[src/rtl/clk_mode_sequencer_if.sv]
// clk_mode_sequencer_if: mode-change handshake plus generator control outputs.
interface clk_mode_sequencer_if;
    logic       req_valid;
    logic [1:0] req_mode;
    logic       req_ready;
    logic       done;
    logic       err;
    logic [1:0] en_out;
    logic       div_rst;
    logic       gate_en;
    logic       busy;
    logic [1:0] cur_mode;
    modport master (
        output req_valid, req_mode,
        input  req_ready, done, err, en_out, div_rst, gate_en, busy, cur_mode
    );
    modport slave (
        input  req_valid, req_mode,
        output req_ready, done, err, en_out, div_rst, gate_en, busy, cur_mode
    );
endinterface

[src/rtl/clk_mode_sequencer.sv]
// clk_mode_sequencer: glitch-free divider mode switch (gate, quiesce, hold, switch, settle, ungate).
// Define CLK_SEQ_MUL2_EN to make mode 11 (mul2) a legal request.
module clk_mode_sequencer #(
    parameter int QUIET_CYC  = 4,
    parameter int SETTLE_CYC = 10,
    parameter int CNT_W      = 4
) (
    input logic           clk_in,
    input logic           rst,
    clk_mode_sequencer_if.slave bus
);
    typedef enum logic [2:0] {S_BOOT, S_IDLE, S_GATE, S_HOLD, S_RELEASE, S_DONE} state_t;
    state_t     state, ns;
    logic [CNT_W-1:0] cnt;
    logic       pend;
    logic [1:0] lat_mode;
    logic       accept, legal;
    logic       ready_d, done_d, err_d, div_rst_d, gate_d, busy_d;
    logic [1:0] en_d, cur_d;
    assign accept = state == S_IDLE && bus.req_ready && bus.req_valid;
`ifdef CLK_SEQ_MUL2_EN
    assign legal = 1'b1;
`else
    assign legal = lat_mode != 2'b11;
`endif
    always_ff @(posedge clk_in or negedge rst) begin
        if (!rst) begin
            state        <= S_BOOT;
            cnt          <= '0;
            pend         <= 1'b0;
            lat_mode     <= 2'b00;
            bus.req_ready <= 1'b0;
            bus.done     <= 1'b0;
            bus.err      <= 1'b0;
            bus.en_out   <= 2'b00;
            bus.div_rst  <= 1'b1;
            bus.gate_en  <= 1'b0;
            bus.busy     <= 1'b1;
            bus.cur_mode <= 2'b00;
        end else begin
            state        <= ns;
            cnt          <= (ns != state) ? '0 : cnt + CNT_W'(1);
            pend         <= accept;
            lat_mode     <= accept ? bus.req_mode : lat_mode;
            bus.req_ready <= ready_d;
            bus.done     <= done_d;
            bus.err      <= err_d;
            bus.en_out   <= en_d;
            bus.div_rst  <= div_rst_d;
            bus.gate_en  <= gate_d;
            bus.busy     <= busy_d;
            bus.cur_mode <= cur_d;
        end
    end
    // A latched request is judged one cycle after acceptance, while still in IDLE.
    always_comb begin
        ns = state;
        case (state)
            S_BOOT:    ns = (cnt == CNT_W'(SETTLE_CYC - 1)) ? S_IDLE : S_BOOT;
            S_IDLE:    ns = (pend && legal && lat_mode != bus.cur_mode) ? S_GATE : S_IDLE;
            S_GATE:    ns = (cnt == CNT_W'(QUIET_CYC - 1)) ? S_HOLD : S_GATE;
            S_HOLD:    ns = (cnt == CNT_W'(1)) ? S_RELEASE : S_HOLD;
            S_RELEASE: ns = (cnt == CNT_W'(SETTLE_CYC - 1)) ? S_DONE : S_RELEASE;
            S_DONE:    ns = S_IDLE;
            default:   ns = S_BOOT;
        endcase
    end
    // Outputs are registered from the upcoming state so they align with state entry.
    always_comb begin
        gate_d    = ns == S_IDLE || ns == S_DONE;
        div_rst_d = ns == S_HOLD;
        busy_d    = ns != S_IDLE;
        ready_d   = ns == S_IDLE && !accept;
        done_d    = ns == S_DONE || (state == S_IDLE && pend && legal && lat_mode == bus.cur_mode);
        err_d     = state == S_IDLE && pend && !legal;
        en_d      = (ns == S_HOLD) ? lat_mode : bus.en_out;
        cur_d     = (ns == S_DONE) ? lat_mode : bus.cur_mode;
    end
endmodule

[src/flat_wrapper.sv]
// flat-port wrapper written by rule: the top's interface ports become plain ports
module clk_mode_sequencer_flat 
#(
    parameter int QUIET_CYC  = 4,
    parameter int SETTLE_CYC = 10,
    parameter int CNT_W      = 4
)
  (clk_in, rst, bus_req_valid, bus_req_mode, bus_req_ready, bus_done, bus_err, bus_en_out, bus_div_rst, bus_gate_en, bus_busy, bus_cur_mode);
  clk_mode_sequencer_if bus_i ();
  input logic clk_in;
  input logic rst;
  input wire logic [$bits(bus_i.req_valid)-1:0] bus_req_valid;
  input wire logic [$bits(bus_i.req_mode)-1:0] bus_req_mode;
  output wire logic [$bits(bus_i.req_ready)-1:0] bus_req_ready;
  output wire logic [$bits(bus_i.done)-1:0] bus_done;
  output wire logic [$bits(bus_i.err)-1:0] bus_err;
  output wire logic [$bits(bus_i.en_out)-1:0] bus_en_out;
  output wire logic [$bits(bus_i.div_rst)-1:0] bus_div_rst;
  output wire logic [$bits(bus_i.gate_en)-1:0] bus_gate_en;
  output wire logic [$bits(bus_i.busy)-1:0] bus_busy;
  output wire logic [$bits(bus_i.cur_mode)-1:0] bus_cur_mode;
  assign bus_i.req_valid = bus_req_valid;
  assign bus_i.req_mode = bus_req_mode;
  assign bus_req_ready = bus_i.req_ready;
  assign bus_done = bus_i.done;
  assign bus_err = bus_i.err;
  assign bus_en_out = bus_i.en_out;
  assign bus_div_rst = bus_i.div_rst;
  assign bus_gate_en = bus_i.gate_en;
  assign bus_busy = bus_i.busy;
  assign bus_cur_mode = bus_i.cur_mode;
  clk_mode_sequencer #(.QUIET_CYC(QUIET_CYC), .SETTLE_CYC(SETTLE_CYC), .CNT_W(CNT_W)) u_core (.clk_in(clk_in), .rst(rst), .bus(bus_i));
endmodule
[config.mk]
export PLATFORM = sky130hd
export DESIGN_NAME = clk_mode_sequencer_flat
export DESIGN_NICKNAME = d
export VERILOG_FILES = /design/src/rtl/clk_mode_sequencer_if.sv /design/src/rtl/clk_mode_sequencer.sv /design/src/flat_wrapper.sv
export SDC_FILE = /design/constraint.sdc
export NUM_CORES = 1
export LEC_CHECK = 0
export CAP_MARGIN = 20
export CORE_MARGIN = 5
export CORE_UTILIZATION = 46
export CTS_CLUSTER_SIZE = 25
export DETAILED_ROUTE_END_ITERATION = 6
export GPL_ROUTABILITY_DRIVEN = 1
export GPL_TIMING_DRIVEN = 0
export PLACE_DENSITY = 0.85
export SLEW_MARGIN = 20
export SYNTH_ARGS = -nofsm -noshare
export SYNTH_HDL_FRONTEND = slang
export SYNTH_SLANG_ARGS = --single-unit
[constraint.sdc]
create_clock -name clk_in -period 1.8 [get_ports clk_in]
set_input_delay 0.27 -clock clk_in [delete_from_list [all_inputs] [get_ports clk_in]]
set_output_delay 0.27 -clock clk_in [all_outputs]
set_load 0.05 [all_outputs]
---- Word-level counts from Yosys, hierarchy flattened ----
Cells that the tools add are included.
W data, S select, Z words.
storage, ports and cells
  bits in registers ....................... 20
  word-level logic and storage cells ...... 50
  output and inout port bits .............. 10
cells by class
  eq/ne operators ......................... 16
  $add $sub $neg .......................... 1
  muxes and demuxes ....................... 7
  reduce and logical (&&, ||, !) cells .... 14
operators by type and width
  cell                   number
  $pmux W3 S6            1
  $eq A3 B2 Y1 const B   3
  $eq A3 B3 Y1 const B   3
  $logic_and A1 B1 Y1    9
  $eq A3 B1 Y1 const B   2
  $add A4 B1 Y4 const B  1
  $eq A4 B1 Y1 const B   1
  $eq A4 B2 Y1 const B   1
  $eq A4 B4 Y1 const B   1
  $mux W4                1
  $logic_not A3 Y1       1
  $mux W1                3
  $mux W3                1
  $ne A3 B1 Y1 const B   1
  $ne A3 B3 Y1           1
  $eq A2 B2 Y1           1
  $logic_not A1 Y1       2
  $logic_or A1 B1 Y1     2
  $mux W2                1
  $ne A2 B2 Y1           1
  $ne A2 B2 Y1 const B   1

---- Depth between registers and ports, before layout ----
  word-level depth ........................ 7
  gate-level depth with buffers ........... 7
  mapped depth without buffers ............ 6

---- Least setup slack after synthesis ----
OpenSTA, ideal clock, no wires.
  kind .................................... register to register
  from .................................... reg u_core.state[0]
  to ...................................... reg u_core.bus.req_ready
  required time ........................... 1.706 ns
  stages on the path, launching flop included .. 7
  period minus slack after synthesis ...... 1.721 ns
  slack ................................... 0.079 ns
  path buffers ............................ 2
  library setup time ...................... 0.094 ns
  arrival ................................. 1.627 ns
  path through ............................ dfrtp_1 > buf_6 > or4b_4 > o22ai_2 > a311o_2 > buf_6 > nor4b_4
RTL lines
  what                                        RTL line                     source
  start: declaration                          clk_mode_sequencer.sv:13     state_t state, ns;
  start signal: assignment                    clk_mode_sequencer.sv:41     state <= ns;
  $eq A3 B3 Y1, or another cell as far along  clk_mode_sequencer.sv:58     case (state)
  $pmux W3 S6 (*)                             clk_mode_sequencer.sv:58
  named net u_core.ns[0]                      clk_mode_sequencer.sv:13
  $eq A3 B1 Y1 (*)                            clk_mode_sequencer.sv:73     ready_d = ns == S_IDLE && !accept;
  $logic_and A1 B1 Y1 (*)                     clk_mode_sequencer.sv:73
  named net u_core.ready_d                    clk_mode_sequencer.sv:18     logic ready_d, done_d, err_d, div_rst_d, gate_d, busy_d;
  end signal: assignment                      clk_mode_sequencer.sv:45     bus.req_ready <= ready_d;
  end: declaration                            clk_mode_sequencer_if.sv:19  output req_ready, done, err, en_out, div_rst, gate_en, busy, cur_mode
Mark *: on every way through the listed nets, which the timed path passes. The rest lies on a longest branch.
A chain may end at the register's enable or synchronous reset.

---- Final worst setup path ----
  from .................................... reg u_core.state[0]
  to ...................................... reg u_core.bus.req_ready
on the way
  word-level cells in the longest chain between the ends .. 5
RTL lines
  what                                                 RTL line
  branches (longest 4 deep; another with $pmux W3 S6)  --
  $logic_and A1 B1 Y1 (*)                              clk_mode_sequencer.sv:73
  named net u_core.ready_d                             clk_mode_sequencer.sv:18
Mark *: on every way through the listed nets, which the timed path passes.

==> results.toml <==
[grt]
global_route.peak_usage_layer = "met2"
overflow = 0
grt_max_degree = 21
use_met1_pct = 14.8
grt_antenna_before_repair = 0
met3_usage_pct = 2.32
grt_pass1_wl_um = 3100
first_global_vias = 682
grt_use_total_pct = 12.9
use_met2_pct = 21.1

[synthesis]
synth-seq-cells = 20
syn-cell-area_um2 = 965
synth_edf_count = 0
yosysSeqAreaShare_pct = 52.1
synthTopCellsByArea = "dfrtp_1 47%, mux2_2 7.0%, dfstp_2 5.4%"
yosysWarningCount = 0
syn_inst = 78
yosysMostFrequentCell = "dfrtp_1"
async_flop_share_pct = 100
avgSynthCellArea_um2 = 12.4
syn_nets = 85
synth_top_area_share_pct = 46.7
synthTopCellsByCount = "18 x dfrtp_1, 7 x nor2b_1, 6 x mux2_2"
yosysUniqueCellTypes = 32
synthFlopType = "dfrtp_1"
synth_top_area_cell = "dfrtp_1"

[timing]
rsz0062_at_grt = "true"
layout_setup_ws_ns = -0.0332
fmax_mhz = 545
finalHoldViolCount = 0
fin_tns_setup_ns = -0.0964
drv_slew = 0
setup_violations = 3
fin_crit_ns = 1.83
clock_skew_ns = 0.00258
tightest_slew_ns = 0.868
fin_crit_sh_pct = 102
slew_headroom_pct = 42.0

[run_status]
status = "finished with violations"
violations = "setup timing"

[worst_setup_path]
rr_startpoint = "u_core.state[0]$_DFF_PN0_"
cp_max_fo = 10
path_class = "register to register"
cp.arrival_ns = 2.05
end_kind = "register"
crit_path_start = "u_core.state[0]$_DFF_PN0_"
cp.required_ns = 2.02
startpoint_type = "register"

[cts]
clock_latency_ns = 0.30
clockRootBuffer = "clkbuf_4"
htreeDepth = 1
numCtsBuffers = 3
cts_hold_buf = 0
clk_pin_slew_ns = 0.10
cts_tree = "done"
clock_sinks = 20
clockBufferDepth = 2

[floorplanning]
fp.dieH_um = 55.8
design.die.area_um2 = 3110
io-pin-count = 15
start_util_pct = 48.7
die_w_um = 55.8
core_um2 = 1980
row_count = 16

[power]
p_per_area_nw_per_um2 = 1630
max-vdd-ir-drop_uv = 1100
p_leak_nw = 0.533

[drt]
drt_iter0_drc = 26
num_vias = 689
drc_errors = 0
ant_nets = 0
wirelength_um = 1820
drtPass1Iterations = 4
viasPerCell = 5.51
wl_per_cell_um = 14.5

[placement]
placed_area_um2 = 1140
gp_congestion = 0.762
port_buffers = 14
place_ws_ns = -0.130
hpwlAfterDp_um = 1310

[job]
cap_violations = 0

[min_path]
hold_path_class = "input port to asynchronous set/reset pin"

[cells_and_area]
insertedDiodeCount = 0
syn2layout_area_growth_pct = 25.9
fin_nets = 106
drive_above_1_share_pct = 27.6
post-route-cell-area_um2 = 1210
==> cells by family (layout without fill, tap and decap cells) <==
group	count (synthesis)	in the layout	share of synthesized area, %
and+or+nand+nor	26	26	20.0
DFF	20	20	52.1
AOI/OAI and AO/OA	14	14	10.8
muxes	6	6	7.00
buffers and inverters	6	26	3.89
xor gates and xnor gates	4	4	3.63
adders and majority gates	2	2	2.59
==> through the flow <==
stage | util (%) | instances | power (mW) | hold slack, ns
after global routing | 61.3 | 125 | 2.10 | 0.515
after floorplan | - | 78 | 1.42 | -0.0256
after detailed placement | 57.4 | 119 | 1.67 | 0.491
final | 61.3 | 125 | 1.97 | 0.449
after global placement | 57.4 | 119 | 1.62 | 0.478
after CTS | 60.0 | 124 | 1.93 | 0.474
==> metal layers <==
layer / wire length (µm) / share of wire (%)
met1: 789 / 43
met3: 53 / 2.9
met5: 0 / 0
met2: 913 / 50
met4: 61 / 3.4
==> where the power goes <==
group / total, mW / switching [mW] / internal, mW / leakage [nW]
Combinational: 0.985 / 0.542 / 0.443 / 0.261
Clock: 0.219 / 0.132 / 0.0866 / 0.0150
Sequential: 0.771 / 0.165 / 0.606 / 0.257
Total: 1.97 / 0.839 / 1.14 / 0.533
==> worst paths after layout <==
check,endpoint,slack [ns],cells past startpoint
max in group asynchronous,u_core.bus.cur_mode[1]$_DFFE_PN0P_,0.82,1
max,u_core.bus.req_ready$_DFF_PN0_,-0.03,5
min in group clk_in,u_core.bus.en_out[0]$_DFFE_PN0P_,0.52,1
min reg2reg,u_core.bus.en_out[0]$_DFFE_PN0P_,0.52,1
min,u_core.bus.gate_en$_DFF_PN0_,0.45,1
max reg2reg,u_core.bus.req_ready$_DFF_PN0_,-0.03,5
==> flip-flops by register name, summed over array words and instances, names as in the netlist <==
| signal | count |
|---|---|
| u_core.cnt | 4 |
| u_core.state | 3 |
| u_core.bus.cur_mode | 2 |
| u_core.bus.en_out | 2 |
| u_core.lat_mode | 2 |
| u_core.bus.busy | 1 |
| u_core.bus.div_rst | 1 |
| u_core.bus.done | 1 |
| u_core.bus.err | 1 |
| u_core.bus.gate_en | 1 |
| u_core.bus.req_ready | 1 |
| u_core.pend | 1 |
==> what timing repair did <==
item,4_1_cts,5_1_grt
pin swaps,0,4
resized for setup,9,5
buffers inserted,1,2
endpoints found under the setup margin,12,8
==> worst max-delay path: stages (launching register included) <==
cell	delay [ns]
dfrtp_1	0.41
buf_6	0.14
or4b_4	0.54
o22ai_4	0.18
a311o_2	0.26
nor4b_4	0.22
==> area by class of cell <==
type | instances | area, µm²
inverters | 3 | 11.3
plain buffers | 2 | 15.0
flip-flops and latches | 20 | 503
well taps | 27 | 33.8
fillers | 156 | 767
repair buffers | 17 | 158
multi-input cells | 52 | 468
clock buffers | 4 | 26.3
==> layout by cell type (no fill, tap or decap) <==
cell type        Yosys  routed
dlygate4sd2_1        0       4
ha_2                 0       2
a21oi_1              1       1
dfstp_2              2       2
o2111ai_1            1       1
a32oi_1              1       1
nand2b_1             1       1
and3_1               1       1
nor3b_2              1       1
nor3b_4              0       1
a211oi_2             0       4
nor4b_4              1       1
nor2_1               1       1
or4bb_1              1       1
clkdlybuf4s50_1      0      10
nand3b_1             2       2
dfrtp_1             18      18
nand3_1              4       4
nand4_1              1       1
mux2_2               6       6
o22ai_4              0       1
nand2_1              2       2
clkbuf_1             1       2
and2_1               1       1
o21ai_0              4       3
nor2b_1              7       7
o21ai_1              0       1
and4_1               1       1
inv_1                3       3
or4b_4               1       1
xor2_1               3       3
o31ai_1              1       1
buf_6                2       1
a311o_2              1       1
clkbuf_4             0       3
buf_4                0       3
xnor2_1              1       1
Power figures use the tool's default switching activity.
==> RTL change (config.mk and constraints unchanged) <==
Add a define of `CLK_SEQ_MUL2_EN`.
--- a/src/rtl/clk_mode_sequencer.sv
+++ b/src/rtl/clk_mode_sequencer.sv
@@ -1,5 +1,7 @@
 // clk_mode_sequencer: glitch-free divider mode switch (gate, quiesce, hold, switch, settle, ungate).
 // Define CLK_SEQ_MUL2_EN to make mode 11 (mul2) a legal request.
+`define CLK_SEQ_MUL2_EN
+
 module clk_mode_sequencer #(
     parameter int QUIET_CYC  = 4,
     parameter int SETTLE_CYC = 10,
Function: no difference found for any inputs over 10 cycles, from zero or initial values and one cycle with rst low; that may be too few to reach the edited logic, so the function may still have changed.
==> RTL change against the unedited design <==
- the run still ends with negative setup slack left
- hold slack got worse by 17 ps
- setup slack better by 8.9 ps
- sequential share of layout area rose by 2.4 points
- area after synthesis down 8.7%
- routed wire length shrank 5.7%
- clock skew is 1.9 ps higher
- sequential cell count is 1 lower
- count of clock-buffer cells in the layout unchanged
- total power down 12%
- final area decreased by 10%
- critical endpoint is now u_core.bus.en_out[1]
- largest cell class unchanged
- largest power group unchanged
==> RTL change: results (changes against the unedited design) <==
### Outcome
• status: complete, but fails checks
• violated checks: negative setup slack

### Critical path
• Arr. time, crit path: 2010 ps, -40 ps
• end of the worst register-to-register path: u_core.bus.en_out[1]
• critical-path maximum fanout: 5, -5
• worst reg2reg path startpoint: u_core.cnt[1]
• R2R cell count: 5, unchanged

### Yosys
• ranking of synthesized cells by area: dfrtp_1 48%, dfstp_2 6.0%, mux2_2 5.1%
• most frequently used flop master after synthesis: dfrtp_1
• count of different cell masters after synthesis: 31, -3.1%
• fraction of the yosys area taken by sequential cells: 54.3%, +2.1 points
• nets in the synthesized netlist: 86, +1.2%
• leading cell types by count after synthesis: 17 x dfrtp_1, 12 x nor2_1, 4 x inv_1, 4 x mux2_2, 4 x nand2_1
• share of synthesized flip-flops with an asynchronous set or reset: 100%, unchanged

### Timing
• Setup-failing EPs final: 2, -1
• timing-limited maximum frequency: 548 MHz, +0.49%
• Worst Slack Setup Final: -24.3 ps, +8.91 ps
• worst-case clock skew: 4.47 ps, +1.89 ps
• Worst Max-Slew Pin Slew: 814 ps, -54.0 ps
• post-route worst hold slack: 432 ps, -16.7 ps

### Global routing
• largest net degree at the start of global routing: 20, -4.8%
• overall fraction of global-route tracks in use: 14.2%, +1.3 points
• vias in the first global route: 671, -1.6%
• initial antenna violation count: 0, unchanged
• first-pass GRT wire length: 2920 um, -5.8%

### Power
• maximum ir drop on the vdd rail: 0.782 mV, -29%
• net load switching power: 0.733 mW, -13%
• Pleak: 0.527 nW, -1.0%

### CTS
• Clk Tree Root Cell: clkbuf_4
• CTS H-Tree Depth: 1, unchanged
• clock latency of the later-clocked register in the worst-skew pair: 300 ps, about the same
• number of buffers created by CTS: 3, unchanged

### Detailed routing
• starting DRC count in detailed routing: 17, -35%
• average detailed-routed wire length per instance: 13.9 um, -4.1%
• Vias: 657, -4.6%
• met2 WL post-DR: 863 um, -5.5%
• number of detailed-routing iterations run before antenna repair: 4, unchanged
• met3 WL: 89 um, +68%
• met1 wire length: 701 um, -11%
• uppermost metal layer occupied by signal nets: met4

### Final layout
• ratio of cells with drive above 1 in the final layout: 21.4%, -6.1 points

### Placed design
• final RePlAce weighted congestion: 0.839, +10%
• I/O Buffers: 13, -1
• total half-perimeter wirelength after legalization and detailed placement: 1280 um, -2.3%

==> RTL change: cell types whose count changed after synthesis, sizes merged, moves of 2 or more <==
cell | before | now
nor2 | 1 | 12
nor2b | 7 | 2
a211oi | 4 | 0
nand2 | 2 | 4
nand3 | 4 | 2
nor3b | 2 | 0
==> RTL change: worst max-delay path: stages (launching register included) <==
cell     delay (ps)
dfrtp_1         410
inv_1            70
ha_2            190
or3b_4          400
a32o_2          330
mux2_4          310
==> RTL change: final cells by class <==
class                   instances  area, um2
plain buffers                   3       17.5
clock buffers                   4       26.3
fillers                       152        692
inverters                       4       15.0
multi-input cells              53        379
flip-flops and latches         19        478
well taps                      25       31.3
repair buffers                 15        144
==> RTL change: routing by layer <==
layer  global-route usage, %  up-vias
li1                        -      305
met1                    15.9      324
met2                    25.2       21
met3                    2.49        7
met4                    7.66        0
met5                       0        -
==> RTL change: how the worst max path moves through the flow <==
| stage | from | endpoint | slack [ps] |
|---|---|---|---|
| global placement | u_core.cnt[1] | u_core.bus.en_out[1] | 60 |
| floorplan | u_core.cnt[1] | u_core.bus.en_out[0] | 120 |
| global route | u_core.cnt[1] | u_core.bus.en_out[1] | -90 |
| CTS | u_core.cnt[1] | u_core.bus.en_out[1] | 0.2 |
| detailed placement | u_core.cnt[1] | u_core.bus.en_out[1] | 20 |
| finish | u_core.cnt[1] | u_core.bus.en_out[1] | -20 |
==> RTL change: power by group through the flow <==
stage	Sequential (mW)	Clock [mW]	Combinational (mW)
2_1_floorplan	0.873	0	0.391
3_3_place_gp	0.698	0	0.751
3_5_place_dp	0.712	0	0.780
4_1_cts	0.701	0.218	0.773
5_1_grt	0.723	0.241	0.907
6_report	0.700	0.210	0.829
==> RTL change: stage by stage <==
step | setup TNS, ps | cells | area [um2] | power, mW | setup WS, ps
detailed placement | 0 | 117 | 1040 | 1.49 | 20.0
global placement | 0 | 117 | 1040 | 1.45 | 59.2
CTS | 0 | 121 | 1060 | 1.69 | 0.243
floorplan | 0 | 79 | 881 | 1.26 | 117
finish | -39.8 | 123 | 1090 | 1.74 | -24.3
global route | -350 | 123 | 1090 | 1.87 | -87.8
==> RTL change: timing repair <==
| item | CTS | global route |
|---|---|---|
| hold buffers | 0 | 0 |
| gates resized for setup | 3 | 3 |
| setup buffers | 0 | 2 |
| endpoints found under the setup margin | 3 | 7 |
| pin swaps | 0 | 3 |
| endpoints found under the hold margin | 0 | 0 |
==> RTL change: logic make-up after synthesis <==
kind of cell / Yosys count / share of synthesized area (%)
other: 1 / 0.426
adder cells (fa/ha/maj): 2 / 2.84
AO/OA/AOI/OAI: 13 / 10.5
XOR/XNOR: 4 / 3.98
flip-flops: 19 / 54.3
multiplexers: 6 / 8.52
AND/OR/NAND/NOR: 27 / 15.8
buffers and inverters: 7 / 3.69
